### src/rtl/onewire_pkg.sv
// Shared types and defaults for the 1-Wire pad-side conditioning stage.
// Holds the strong pull-up sequencer state encoding and default widths.
package onewire_pkg;

  localparam int FILT_CYCLES_DEF = 3;
  localparam int SPU_W_DEF       = 16;
  localparam int SHORT_W_DEF     = 12;

  typedef enum logic [1:0] {
    SPU_IDLE  = 2'd0,
    SPU_ARMED = 2'd1,
    SPU_ON    = 2'd2
  } spu_state_e;

endpackage

### src/rtl/onewire_pad_ctrl_if.sv
// Control/status bundle between the APB wrapper and the pad stage.
// master: wrapper (drives requests); slave: pad stage (drives status).
interface onewire_pad_ctrl_if
  import onewire_pkg::*;
#(
  parameter int SPU_W   = SPU_W_DEF,
  parameter int SHORT_W = SHORT_W_DEF
);

  logic               spu_req_i;
  logic [SPU_W-1:0]   spu_len_i;
  logic               spu_abort_i;
  logic               spu_busy_o;
  logic               spu_done_o;
  logic [SHORT_W-1:0] short_limit_i;
  logic               short_clr_i;
  logic               short_o;

  modport master (
    output spu_req_i, spu_len_i, spu_abort_i,
    output short_limit_i, short_clr_i,
    input  spu_busy_o, spu_done_o, short_o
  );

  modport slave (
    input  spu_req_i, spu_len_i, spu_abort_i,
    input  short_limit_i, short_clr_i,
    output spu_busy_o, spu_done_o, short_o
  );

endinterface

### src/rtl/onewire_rx_filter.sv
// Two-flop synchroniser plus stable-count deglitch filter for a slow
// open-drain input. Ports: clk, rst_n, din (async), dout (filtered).
module onewire_rx_filter #(
  parameter int FILT_CYCLES = 3
) (
  input  logic clk,
  input  logic rst_n,
  input  logic din,
  output logic dout
);

  localparam int CW = (FILT_CYCLES > 1) ? $clog2(FILT_CYCLES) : 1;
  localparam logic [CW-1:0] LAST = CW'(FILT_CYCLES - 1);

  logic          s1;
  logic          s2;
  logic [CW-1:0] fcnt;

  // Idle bus is high, so the chain resets high to avoid a false edge.
  always_ff @(posedge clk or negedge rst_n) begin
    if (!rst_n) begin
      s1   <= 1'b1;
      s2   <= 1'b1;
      fcnt <= '0;
      dout <= 1'b1;
    end else begin
      s1 <= din;
      s2 <= s1;
      if (s2 == dout) begin
        fcnt <= '0;
      end else if (fcnt == LAST) begin
        dout <= s2;
        fcnt <= '0;
      end else begin
        fcnt <= fcnt + 1'b1;
      end
    end
  end

endmodule

### src/rtl/onewire_pad_ctrl.sv
// Pad-side stage: rx filter, pull-down, timed strong pull-up, short detect.
// Ports: PCLK/PRESETn, drive_low_i, pad_rx_i, rx_o, pad_pd_o, pad_spu_o, ctl.
module onewire_pad_ctrl
  import onewire_pkg::*;
#(
  parameter int FILT_CYCLES = FILT_CYCLES_DEF,
  parameter int SPU_W       = SPU_W_DEF,
  parameter int SHORT_W     = SHORT_W_DEF
) (
  input  logic               PCLK,
  input  logic               PRESETn,
  input  logic               drive_low_i,
  input  logic               pad_rx_i,
  output logic               rx_o,
  output logic               pad_pd_o,
  output logic               pad_spu_o,
  onewire_pad_ctrl_if.slave  ctl
);

  spu_state_e         state;
  spu_state_e         state_n;
  logic [SPU_W-1:0]   scnt;
  logic [SPU_W-1:0]   scnt_n;
  logic               spu_q;
  logic               spu_n;
  logic               done_q;
  logic               done_n;
  logic [SHORT_W-1:0] kcnt;
  logic               kcond;
  logic               khit;

  onewire_rx_filter #(
    .FILT_CYCLES (FILT_CYCLES)
  ) u_rx_filter (
    .clk   (PCLK),
    .rst_n (PRESETn),
    .din   (pad_rx_i),
    .dout  (rx_o)
  );

  assign pad_pd_o  = drive_low_i;
  // Combinational gate so pull-down and pull-up never overlap.
  assign pad_spu_o = spu_q & ~drive_low_i;

  assign ctl.spu_busy_o = (state != SPU_IDLE);
  assign ctl.spu_done_o = done_q;

  always_ff @(posedge PCLK or negedge PRESETn) begin
    if (!PRESETn) begin
      state  <= SPU_IDLE;
      scnt   <= '0;
      spu_q  <= 1'b0;
      done_q <= 1'b0;
    end else begin
      state  <= state_n;
      scnt   <= scnt_n;
      spu_q  <= spu_n;
      done_q <= done_n;
    end
  end

  always_comb begin
    state_n = state;
    scnt_n  = scnt;
    spu_n   = spu_q;
    done_n  = 1'b0;
    unique case (state)
      SPU_IDLE: begin
        if (ctl.spu_req_i && (ctl.spu_len_i != '0)) begin
          state_n = SPU_ARMED;
          scnt_n  = ctl.spu_len_i;
        end
      end
      SPU_ARMED: begin
        if (ctl.spu_abort_i) begin
          state_n = SPU_IDLE;
          done_n  = 1'b1;
        end else if (!drive_low_i) begin
          state_n = SPU_ON;
          spu_n   = 1'b1;
        end
      end
      SPU_ON: begin
        scnt_n = scnt - 1'b1;
        // Abort, a new pull-down, or the last cycle all end in one pulse.
        if (ctl.spu_abort_i || drive_low_i ||
            (scnt == SPU_W'(1))) begin
          state_n = SPU_IDLE;
          spu_n   = 1'b0;
          done_n  = 1'b1;
        end
      end
      default: begin
        state_n = SPU_IDLE;
        spu_n   = 1'b0;
      end
    endcase
  end

  assign kcond = (state == SPU_IDLE) & ~drive_low_i & ~rx_o &
                 (ctl.short_limit_i != '0);
  assign khit  = kcond & (kcnt == ctl.short_limit_i - 1'b1);

  always_ff @(posedge PCLK or negedge PRESETn) begin
    if (!PRESETn) begin
      kcnt        <= '0;
      ctl.short_o <= 1'b0;
    end else begin
      if (kcond) begin
        kcnt <= (&kcnt) ? kcnt : kcnt + 1'b1;
      end else begin
        kcnt <= '0;
      end
      if (khit) begin
        ctl.short_o <= 1'b1;
      end else if (ctl.short_clr_i) begin
        ctl.short_o <= 1'b0;
      end
    end
  end

endmodule

### src/flat_wrapper.sv
// flat-port wrapper written by rule: the top's interface ports become plain ports
module onewire_pad_ctrl_flat import onewire_pkg::*;
#(
  parameter int FILT_CYCLES = FILT_CYCLES_DEF,
  parameter int SPU_W       = SPU_W_DEF,
  parameter int SHORT_W     = SHORT_W_DEF
)
  (PCLK, PRESETn, drive_low_i, pad_rx_i, rx_o, pad_pd_o, pad_spu_o, ctl_spu_req_i, ctl_spu_len_i, ctl_spu_abort_i, ctl_short_limit_i, ctl_short_clr_i, ctl_spu_busy_o, ctl_spu_done_o, ctl_short_o);
  onewire_pad_ctrl_if #(.SPU_W(SPU_W), .SHORT_W(SHORT_W)) ctl_i ();
  input  logic PCLK;
  input  logic PRESETn;
  input  logic drive_low_i;
  input  logic pad_rx_i;
  output logic rx_o;
  output logic pad_pd_o;
  output logic pad_spu_o;
  input wire logic [$bits(ctl_i.spu_req_i)-1:0] ctl_spu_req_i;
  input wire logic [$bits(ctl_i.spu_len_i)-1:0] ctl_spu_len_i;
  input wire logic [$bits(ctl_i.spu_abort_i)-1:0] ctl_spu_abort_i;
  input wire logic [$bits(ctl_i.short_limit_i)-1:0] ctl_short_limit_i;
  input wire logic [$bits(ctl_i.short_clr_i)-1:0] ctl_short_clr_i;
  output wire logic [$bits(ctl_i.spu_busy_o)-1:0] ctl_spu_busy_o;
  output wire logic [$bits(ctl_i.spu_done_o)-1:0] ctl_spu_done_o;
  output wire logic [$bits(ctl_i.short_o)-1:0] ctl_short_o;
  assign ctl_i.spu_req_i = ctl_spu_req_i;
  assign ctl_i.spu_len_i = ctl_spu_len_i;
  assign ctl_i.spu_abort_i = ctl_spu_abort_i;
  assign ctl_i.short_limit_i = ctl_short_limit_i;
  assign ctl_i.short_clr_i = ctl_short_clr_i;
  assign ctl_spu_busy_o = ctl_i.spu_busy_o;
  assign ctl_spu_done_o = ctl_i.spu_done_o;
  assign ctl_short_o = ctl_i.short_o;
  onewire_pad_ctrl #(.FILT_CYCLES(FILT_CYCLES), .SPU_W(SPU_W), .SHORT_W(SHORT_W)) u_core (.PCLK(PCLK), .PRESETn(PRESETn), .drive_low_i(drive_low_i), .pad_rx_i(pad_rx_i), .rx_o(rx_o), .pad_pd_o(pad_pd_o), .pad_spu_o(pad_spu_o), .ctl(ctl_i));
endmodule
### config.mk
export PLATFORM = sky130hd
export DESIGN_NAME = onewire_pad_ctrl_flat
export DESIGN_NICKNAME = d
export VERILOG_FILES = /design/src/rtl/onewire_pkg.sv /design/src/rtl/onewire_pad_ctrl_if.sv /design/src/rtl/onewire_rx_filter.sv /design/src/rtl/onewire_pad_ctrl.sv /design/src/flat_wrapper.sv
export SDC_FILE = /design/constraint.sdc
export NUM_CORES = 1
export LEC_CHECK = 0
export ABC_AREA = 1
export ABC_CLOCK_PERIOD_IN_PS = 1600
export BUFFER_PORTS_ARGS = -buffer_cell sky130_fd_sc_hd__buf_2
export CAP_MARGIN = 20
export CORE_ASPECT_RATIO = 1.4
export CORE_UTILIZATION = 47
export DETAILED_ROUTE_END_ITERATION = 8
export PLACE_DENSITY = 0.81
export SYNTH_ARGS = -nofsm -noshare
export SYNTH_HDL_FRONTEND = slang
export SYNTH_SLANG_ARGS = --single-unit
### constraint.sdc
create_clock -name PCLK -period 1.6 [get_ports PCLK]
set_clock_uncertainty 0.1 [all_clocks]
set_input_delay 0.24 -clock PCLK [delete_from_list [all_inputs] [get_ports PCLK]]
set_output_delay 0.24 -clock PCLK [all_outputs]
set_load 0.005 [all_outputs]
==> results.sh, run 1 <==
export IMPL_run_status="finished clean"
export IMPL_final_util_pct=62.3
export IMPL_grt_pass1_wl_mm=11.2
export IMPL_grt_total_usage_pct=22.6
export IMPL_min_period_ns=1.57
export IMPL_synthAdderAreaFrac_pct=3.39
export IMPL_totalWireLength_mm=7.02
export IMPL_root_buffer="clkbuf_8"
export IMPL_synthFlopType="dfrtp_1"
export IMPL_synth_compound_area_share_pct=8.61
export IMPL_hold_violations=0
export IMPL_syn_num_nets=483
export IMPL_synthCells=440
export IMPL_drive_gt1_share_pct=27.6
export IMPL_crit_type="reg2reg"
export IMPL_synth_top_family_by_area="simple AND/OR/NAND/NOR gates"
export IMPL_avgSynthCellArea_sq_um=6.71
export IMPL_cp_required_ns=1.69
export IMPL_vias=2993
export IMPL_core_area_sq_um=5950
export IMPL_cts_tree="done"
export IMPL_holdWs_ns=0.0788
export IMPL_synth_most_common_cell="nand2_1"
export IMPL_drt_first_pass_iters=4
export IMPL_p_leak_nw=1.95
export IMPL_synthArstFlopShare_pct=100
export IMPL_crit_path_end_kind="flop"
export IMPL_ys_types=37
export IMPL_num_rows=33
export IMPL_ant_nets=0
export IMPL_synth_xor_area_share_pct=3.56
export IMPL_vias_per_cell=5.13
export IMPL_ys_warn_count=0
export IMPL_cts_reportedPaths_clkPinSlew_ns=0.08
export IMPL_synthTopCellsByArea="dfrtp_1 30%, nand2_1 17%, inv_1 7.5%, nor2_1 6.2%, nand3_1 5.6%"
export IMPL_drtIter0Drc=97
export IMPL_setup_viol=0
export IMPL_grt_pass1_vias=2777
export IMPL_dieWidth_um=69.0
export IMPL_timing_final_max_slew_violations=0
export IMPL_antenna_found_initial=0
export IMPL_drc=0
export IMPL_fmax_mhz=635
export IMPL_crit_arrival_ns=1.67
export IMPL_dpl_hpwl_mm=5.40
export IMPL_die_h_um=95.8
export IMPL_place_congestion=0.824
export IMPL_synth_seq_area_share_pct=32.3
export IMPL_power_density_nw_per_um2=1370
export IMPL_hold_path_class="in2reg"
export IMPL_io_buffers=40
export IMPL_grt_max_degree=24
export IMPL_synth_commonest_cells="137 x nand2_1, 59 x inv_1, 49 x nor2_1"
export IMPL_antenna_cells=0
export IMPL_numCtsBuffers=5
export IMPL_clock_latency_ns=0.30
export IMPL_synth_top_area_share_pct=29.7
export IMPL_critical_path_max_stage_delay_ns=0.43
export IMPL_syn_cell_area_sq_um=2950
export IMPL_cts_max_path_buffers=2
export IMPL_startpoint_type="flop"
export IMPL_crit_slowest_cell="dfrtp_1"
export IMPL_nets=556
export IMPL_num_io_pins=41
export IMPL_synth_edf_count=0
export IMPL_path_max_fanout=4
export IMPL_start_util_pct=49.6
export IMPL_ir_worst_vdd_mv=0.929
export IMPL_yosys_mux_area_fraction_pct=0.339
export IMPL_drv_cap=0
export IMPL_routedWlPerCell_um=12.0
export IMPL_synth_seq_cells=38
export IMPL_grt_overflow=0
export IMPL_worst_pin_slew_ns=0.499
export IMPL_tns_ns=0
export IMPL_areaGrowthSynthToFinish_pct=25.5
export IMPL_clock_sinks=38
export IMPL_htreeDepth=2
export IMPL_yosysTopAreaCell="dfrtp_1"
export IMPL_grt_setup_unrepaired="yes"
export IMPL_place_ws_ns=-0.0727
export IMPL_setup_slack_ns=0.0259
export IMPL_cp_cell_sequence="nor2_4, inv_2, nor2_4, nand2_4, nor2_4, nand2_1, nand2_1, nand3_1, nand3_1, nand2_1"
export IMPL_die_area_sq_um=6610
export IMPL_yosys_area_share_simple_pct=41.7
export IMPL_max_slew_margin_pct=66.7
export IMPL_post_route_period_util_pct=98.4
[sequential cells by signal (all words and copies together) (netlist names)]
name,count
u_core.ctl.short_o,1
u_core.ctl.spu_done_o,1
u_core.kcnt,12
u_core.scnt,16
u_core.spu_q,1
u_core.state,2
u_core.u_rx_filter.dout,1
u_core.u_rx_filter.fcnt,2
u_core.u_rx_filter.s1,1
u_core.u_rx_filter.s2,1
[critical path: cells and delay by family (launching register included)]
kind	cells	cell delay, ns
flops	1	0.43
buf+inv	1	0.06
simple gates	9	0.89
[metrics by stage]
step	power, mW	std cells	area, sq um
after floorplan	2.98	440	2950
after global placement	3.64	568	3390
after detailed placement	3.72	568	3390
after CTS	4.82	578	3570
after global routing	5.44	584	3700
final	5.06	584	3700
[cell type report]
cell class,count,area (sq um)
tap,70,87.6
sequential,38,956
inverter,68,263
multi-input combinational,328,1790
timing repair buffer,72,465
clock inverter,2,60.1
clock buffer,6,82.6
fill,531,2240
[where the power goes]
group          total [mW]  switching [mW]  leakage (nW)  internal, mW
registers            1.52           0.249         0.487          1.27
logic                2.52            1.47          1.39          1.05
clock network        1.02           0.359        0.0714         0.665
[routing by layer]
metal	up-vias	share of wire [%]	GRT usage (%)
met5	-	0	0
met4	0	2.1	9.86
met3	14	2.7	3.08
met2	64	54	42.2
met1	1396	41	24.2
li1	1519	-	-
[path summary, 6_finish.rpt]
kind / end / cells past startpoint / slack, ns / startpoint
min in group asynchronous: u_core.ctl.short_o$_DFFE_PN0P_ / 2 / 0.36 / PRESETn
min reg2reg: u_core.u_rx_filter.s2$_DFF_PN1_ / 0 / 0.26 / u_core.u_rx_filter.s1$_DFF_PN1_
max reg2reg: u_core.scnt[15]$_DFFE_PN0P_ / 10 / 0.03 / u_core.scnt[3]$_DFFE_PN0P_
min: u_core.ctl.short_o$_DFFE_PN0P_ / 4 / 0.08 / ctl_short_clr_i
max: u_core.scnt[15]$_DFFE_PN0P_ / 10 / 0.03 / u_core.scnt[3]$_DFFE_PN0P_
max in group asynchronous: u_core.state[1]$_DFFE_PN0P_ / 3 / 0.51 / PRESETn
[placed cells by master (no fill, tap or decap), types with 6 or more instances in the layout]
master,netlist,layout
a21oi_1,8,8
buf_2,3,40
buf_4,2,27
clkbuf_8,0,6
dfrtp_1,35,34
inv_1,59,52
inv_2,6,11
nand2_1,137,136
nand3_1,33,30
nor2_1,49,44
nor2_2,5,10
nor3_1,9,6
o21ai_0,24,24
xor2_1,9,9
[kinds of logic (layout without fill, tap and decap cells)]
kind of cell / Yosys count / in the layout
multiplexers: 1 / 1
adder cells (fa/ha/maj): 8 / 8
flip-flops: 38 / 38
AND/OR/NAND/NOR: 262 / 262
AO/OA/AOI/OAI: 45 / 45
buffers and inverters: 74 / 148
XOR/XNOR: 12 / 12
[repair_timing]
item / in CTS / in global routing
endpoints found under the setup margin: 19 / 24
setup buffers: 0 / 6
hold buffers: 2 / 0
pin swaps: 0 / 8
resized for setup: 8 / 27
endpoints found under the hold margin: 19 / 0
No activity file was read; power rests on OpenSTA's default activity.
==> run 2, diff against run 1 <==
ABC_AREA = unset   (was 1)
PLACE_DENSITY = 0.82   (was 0.81)
==> run 2 against run 1 <==
Final cell count shrank 6.3%; the run now ends with setup timing left; cell area grew 24%; wire length grew 74%; critical endpoint is now u_core.ctl.short_o$_DFFE_PN0P_; worst hold slack lost 0.059 ns; core utilization grew 26 points; clock power is essentially flat; first-iteration DRC count grew to 3.3 times the previous value.
==> results.sh, run 2 <==
export IMPL_final_util_pct=88.0
export IMPL_grt_pass1_wl_mm=16.3
export IMPL_num_rows=31
export IMPL_vias=3476
export IMPL_critical_path_top_delay_family="simple AND/OR/NAND/NOR gates"
export IMPL_dieWidth_um=64.5
export IMPL_cp_required_ns=1.71
export IMPL_post_route_period_util_pct=145
export IMPL_syn_cell_area_sq_um=2570
export IMPL_cts_tree="done"
export IMPL_avgSynthCellArea_sq_um=8.27
export IMPL_routedWlPerCell_um=22.4
export IMPL_dpl_hpwl_mm=5.70
export IMPL_htreeDepth=2
export IMPL_crit_path_end_kind="flop"
export IMPL_cts_max_path_buffers=2
export IMPL_synth_commonest_cells="39 x nor2_1, 35 x dfrtp_1, 33 x a21oi_1"
export IMPL_die_h_um=89.5
export IMPL_min_period_ns=2.32
export IMPL_synthFlopType="dfrtp_1"
export IMPL_grt_total_usage_pct=37.9
export IMPL_die_area_sq_um=5770
export IMPL_synthTopCellsByArea="dfrtp_1 34%, a21oi_1 6.4%, nor2_1 5.7%, xnor2_1 4.8%, ha_1 3.9%"
export IMPL_ys_warn_count=0
export IMPL_grt_overflow=0
export IMPL_cp_cell_sequence="xor2_1, xnor2_1, a32oi_1, nor4_1, or4b_4, o32ai_2"
export IMPL_totalWireLength_mm=12.2
export IMPL_hold_violations=0
export IMPL_synth_edf_count=0
export IMPL_hold_depth=2
export IMPL_biggestRegsByFlops="u_core.scnt x16, u_core.kcnt x12"
export IMPL_worst_pin_slew_ns=0.520
export IMPL_antenna_found_initial=0
export IMPL_vias_per_cell=6.35
export IMPL_largest_reg_flops=16
export IMPL_core_area_sq_um=5240
export IMPL_top_usage_layer="met2"
export IMPL_reg2reg_slack_ns=-0.72
export IMPL_synthCells=311
export IMPL_start_util_pct=49.1
export IMPL_timing_rr_start="u_core.kcnt[4]$_DFFE_PN0P_"
export IMPL_largest_register="u_core.scnt"
export IMPL_ff2ff_path_depth=6
export IMPL_syn_num_nets=354
export IMPL_fmax_mhz=430
export IMPL_drive_gt1_share_pct=57.0
export IMPL_final_cell_mix="104 x buf_4, 39 x buf_2, 34 x nor2_1, 34 x dfrtp_1, 30 x buf_6"
export IMPL_io_buffers=40
export IMPL_drv_cap=0
export IMPL_ir_worst_vdd_mv=1.27
export IMPL_p_leak_nw=2.02
export IMPL_numCtsBuffers=5
export IMPL_startpoint_type="flop"
export IMPL_hold_path_class="in2reg"
export IMPL_drc=0
export IMPL_grt_setup_unrepaired="yes"
export IMPL_setup_viol=34
export IMPL_areaGrowthSynthToFinish_pct=79.1
export IMPL_critPathLaunch="u_core.kcnt[4]$_DFFE_PN0P_"
export IMPL_hold_end="u_core.ctl.short_o$_DFFE_PN0P_"
export IMPL_setup_slack_ns=-0.725
export IMPL_ant_nets=0
export IMPL_grt_max_degree=39
export IMPL_crit_arrival_ns=2.44
export IMPL_run_status="finished with violations"
export IMPL_r2r_end="u_core.ctl.short_o$_DFFE_PN0P_"
export IMPL_crit_type="reg2reg"
export IMPL_clock_sinks=38
export IMPL_gr_usage_met2_pct=73.0
export IMPL_crit_slowest_cell="or4b_4"
export IMPL_critical_path_buf_inv_count=0
export IMPL_synth_seq_area_share_pct=37.1
export IMPL_synth_most_common_cell="nor2_1"
export IMPL_clock_latency_ns=0.31
export IMPL_max_slew_margin_pct=65.3
export IMPL_grt_met1_usage_pct=36.4
export IMPL_drtIter0Drc=323
export IMPL_ys_types=53
export IMPL_violations="setup timing"
export IMPL_synth_top_area_share_pct=34.1
export IMPL_critical_path_max_stage_delay_ns=0.53
export IMPL_grt_pass1_vias=3449
export IMPL_yosysTopAreaCell="dfrtp_1"
export IMPL_power_density_nw_per_um2=1490
export IMPL_hp_start="ctl_short_clr_i"
export IMPL_met3_usage_pct=6.12
export IMPL_synthArstFlopShare_pct=100
export IMPL_path_max_fanout=2
export IMPL_num_io_pins=41
export IMPL_mostFrequentLayoutCell="buf_4"
export IMPL_nets=523
export IMPL_holdWs_ns=0.0202
export IMPL_cts_reportedPaths_clkPinSlew_ns=0.10
export IMPL_synth_seq_cells=38
export IMPL_drt_first_pass_iters=5
export IMPL_timing_final_max_slew_violations=0
export IMPL_root_buffer="clkbuf_8"
export IMPL_antenna_cells=0
export IMPL_place_congestion=0.785
[run 2: cell types whose count changed in the layout (fill, tap and decap cells not counted), moves of 14 or more]
cell / previous run / this run
a21oi_2: 0 / 14
buf_4: 27 / 104
buf_6: 2 / 30
inv_1: 52 / 7
nand2_1: 136 / 10
nand3_1: 30 / 9
o21ai_0: 24 / 4
[run 2: worst max path at each step]
stage	end	slack, ns	cells past startpoint
detailed placement	u_core.ctl.short_o$_DFFE_PN0P_	-0.82	7
global route	u_core.ctl.short_o$_DFFE_PN0P_	-0.87	6
floorplan	u_core.ctl.short_o$_DFFE_PN0P_	-0.61	7
finish	u_core.ctl.short_o$_DFFE_PN0P_	-0.72	6
global placement	u_core.ctl.short_o$_DFFE_PN0P_	-0.75	7
CTS	u_core.ctl.short_o$_DFFE_PN0P_	-0.50	6
[run 2: what timing repair did]
action                                  CTS  global route
endpoints found under the setup margin   32            34
setup buffers                            18            16
gates resized for setup                  80            47
cloned                                    1             0
endpoints found under the hold margin    36             0
hold buffers                              2             0
pin swaps                                45            27
[run 2: power breakdown]
| part | switching [mW] | total (mW) | internal (mW) |
|---|---|---|---|
| clock network | 0.413 | 1.04 | 0.626 |
| logic | 2.07 | 4.22 | 2.15 |
| registers | 0.308 | 1.58 | 1.27 |
[run 2: final cells by class]
cell class                 count  area, sq um
multi-input combinational    243         1970
timing repair buffer         178         1400
sequential                    38          956
fill                         234          631
tap                           66         82.6
clock buffer                   5         68.8
clock inverter                 3         68.8
inverter                      14         60.1
[run 2: cell families (layout without fill, tap and decap cells)]
| group | after synthesis | in the layout | synth area share (%) |
|---|---|---|---|
| buf+inv | 30 | 200 | 5.26 |
| compound gates | 82 | 82 | 19.5 |
| mux | 6 | 6 | 2.38 |
| fa+ha+maj | 8 | 8 | 3.89 |
| xor+xnor | 21 | 21 | 7.15 |
| simple gates | 126 | 126 | 24.7 |
| flops | 38 | 38 | 37.1 |
[run 2: routing by layer]
layer / wire length, um / share of wire [%] / up-vias
met5: 0 / 0 / -
met4: 1100 / 9.0 / 0
met3: 857 / 7.0 / 112
met2: 6110 / 50 / 269
met1: 4170 / 34 / 1632
li1: - / - / 1463
[run 2: stage by stage]
stage | setup WS [ns] | cell area [sq um] | setup TNS, ns | instances | power [mW]
3_3_place_gp | -0.745 | 3730 | -6.90 | 510 | 4.00
2_1_floorplan | -0.615 | 2720 | -1.31 | 311 | 2.87
5_1_grt | -0.869 | 4610 | -8.86 | 547 | 7.06
3_5_place_dp | -0.818 | 3730 | -7.75 | 510 | 4.11
4_1_cts | -0.500 | 4330 | -4.22 | 536 | 5.92
6_report | -0.725 | 4610 | -7.48 | 547 | 6.84
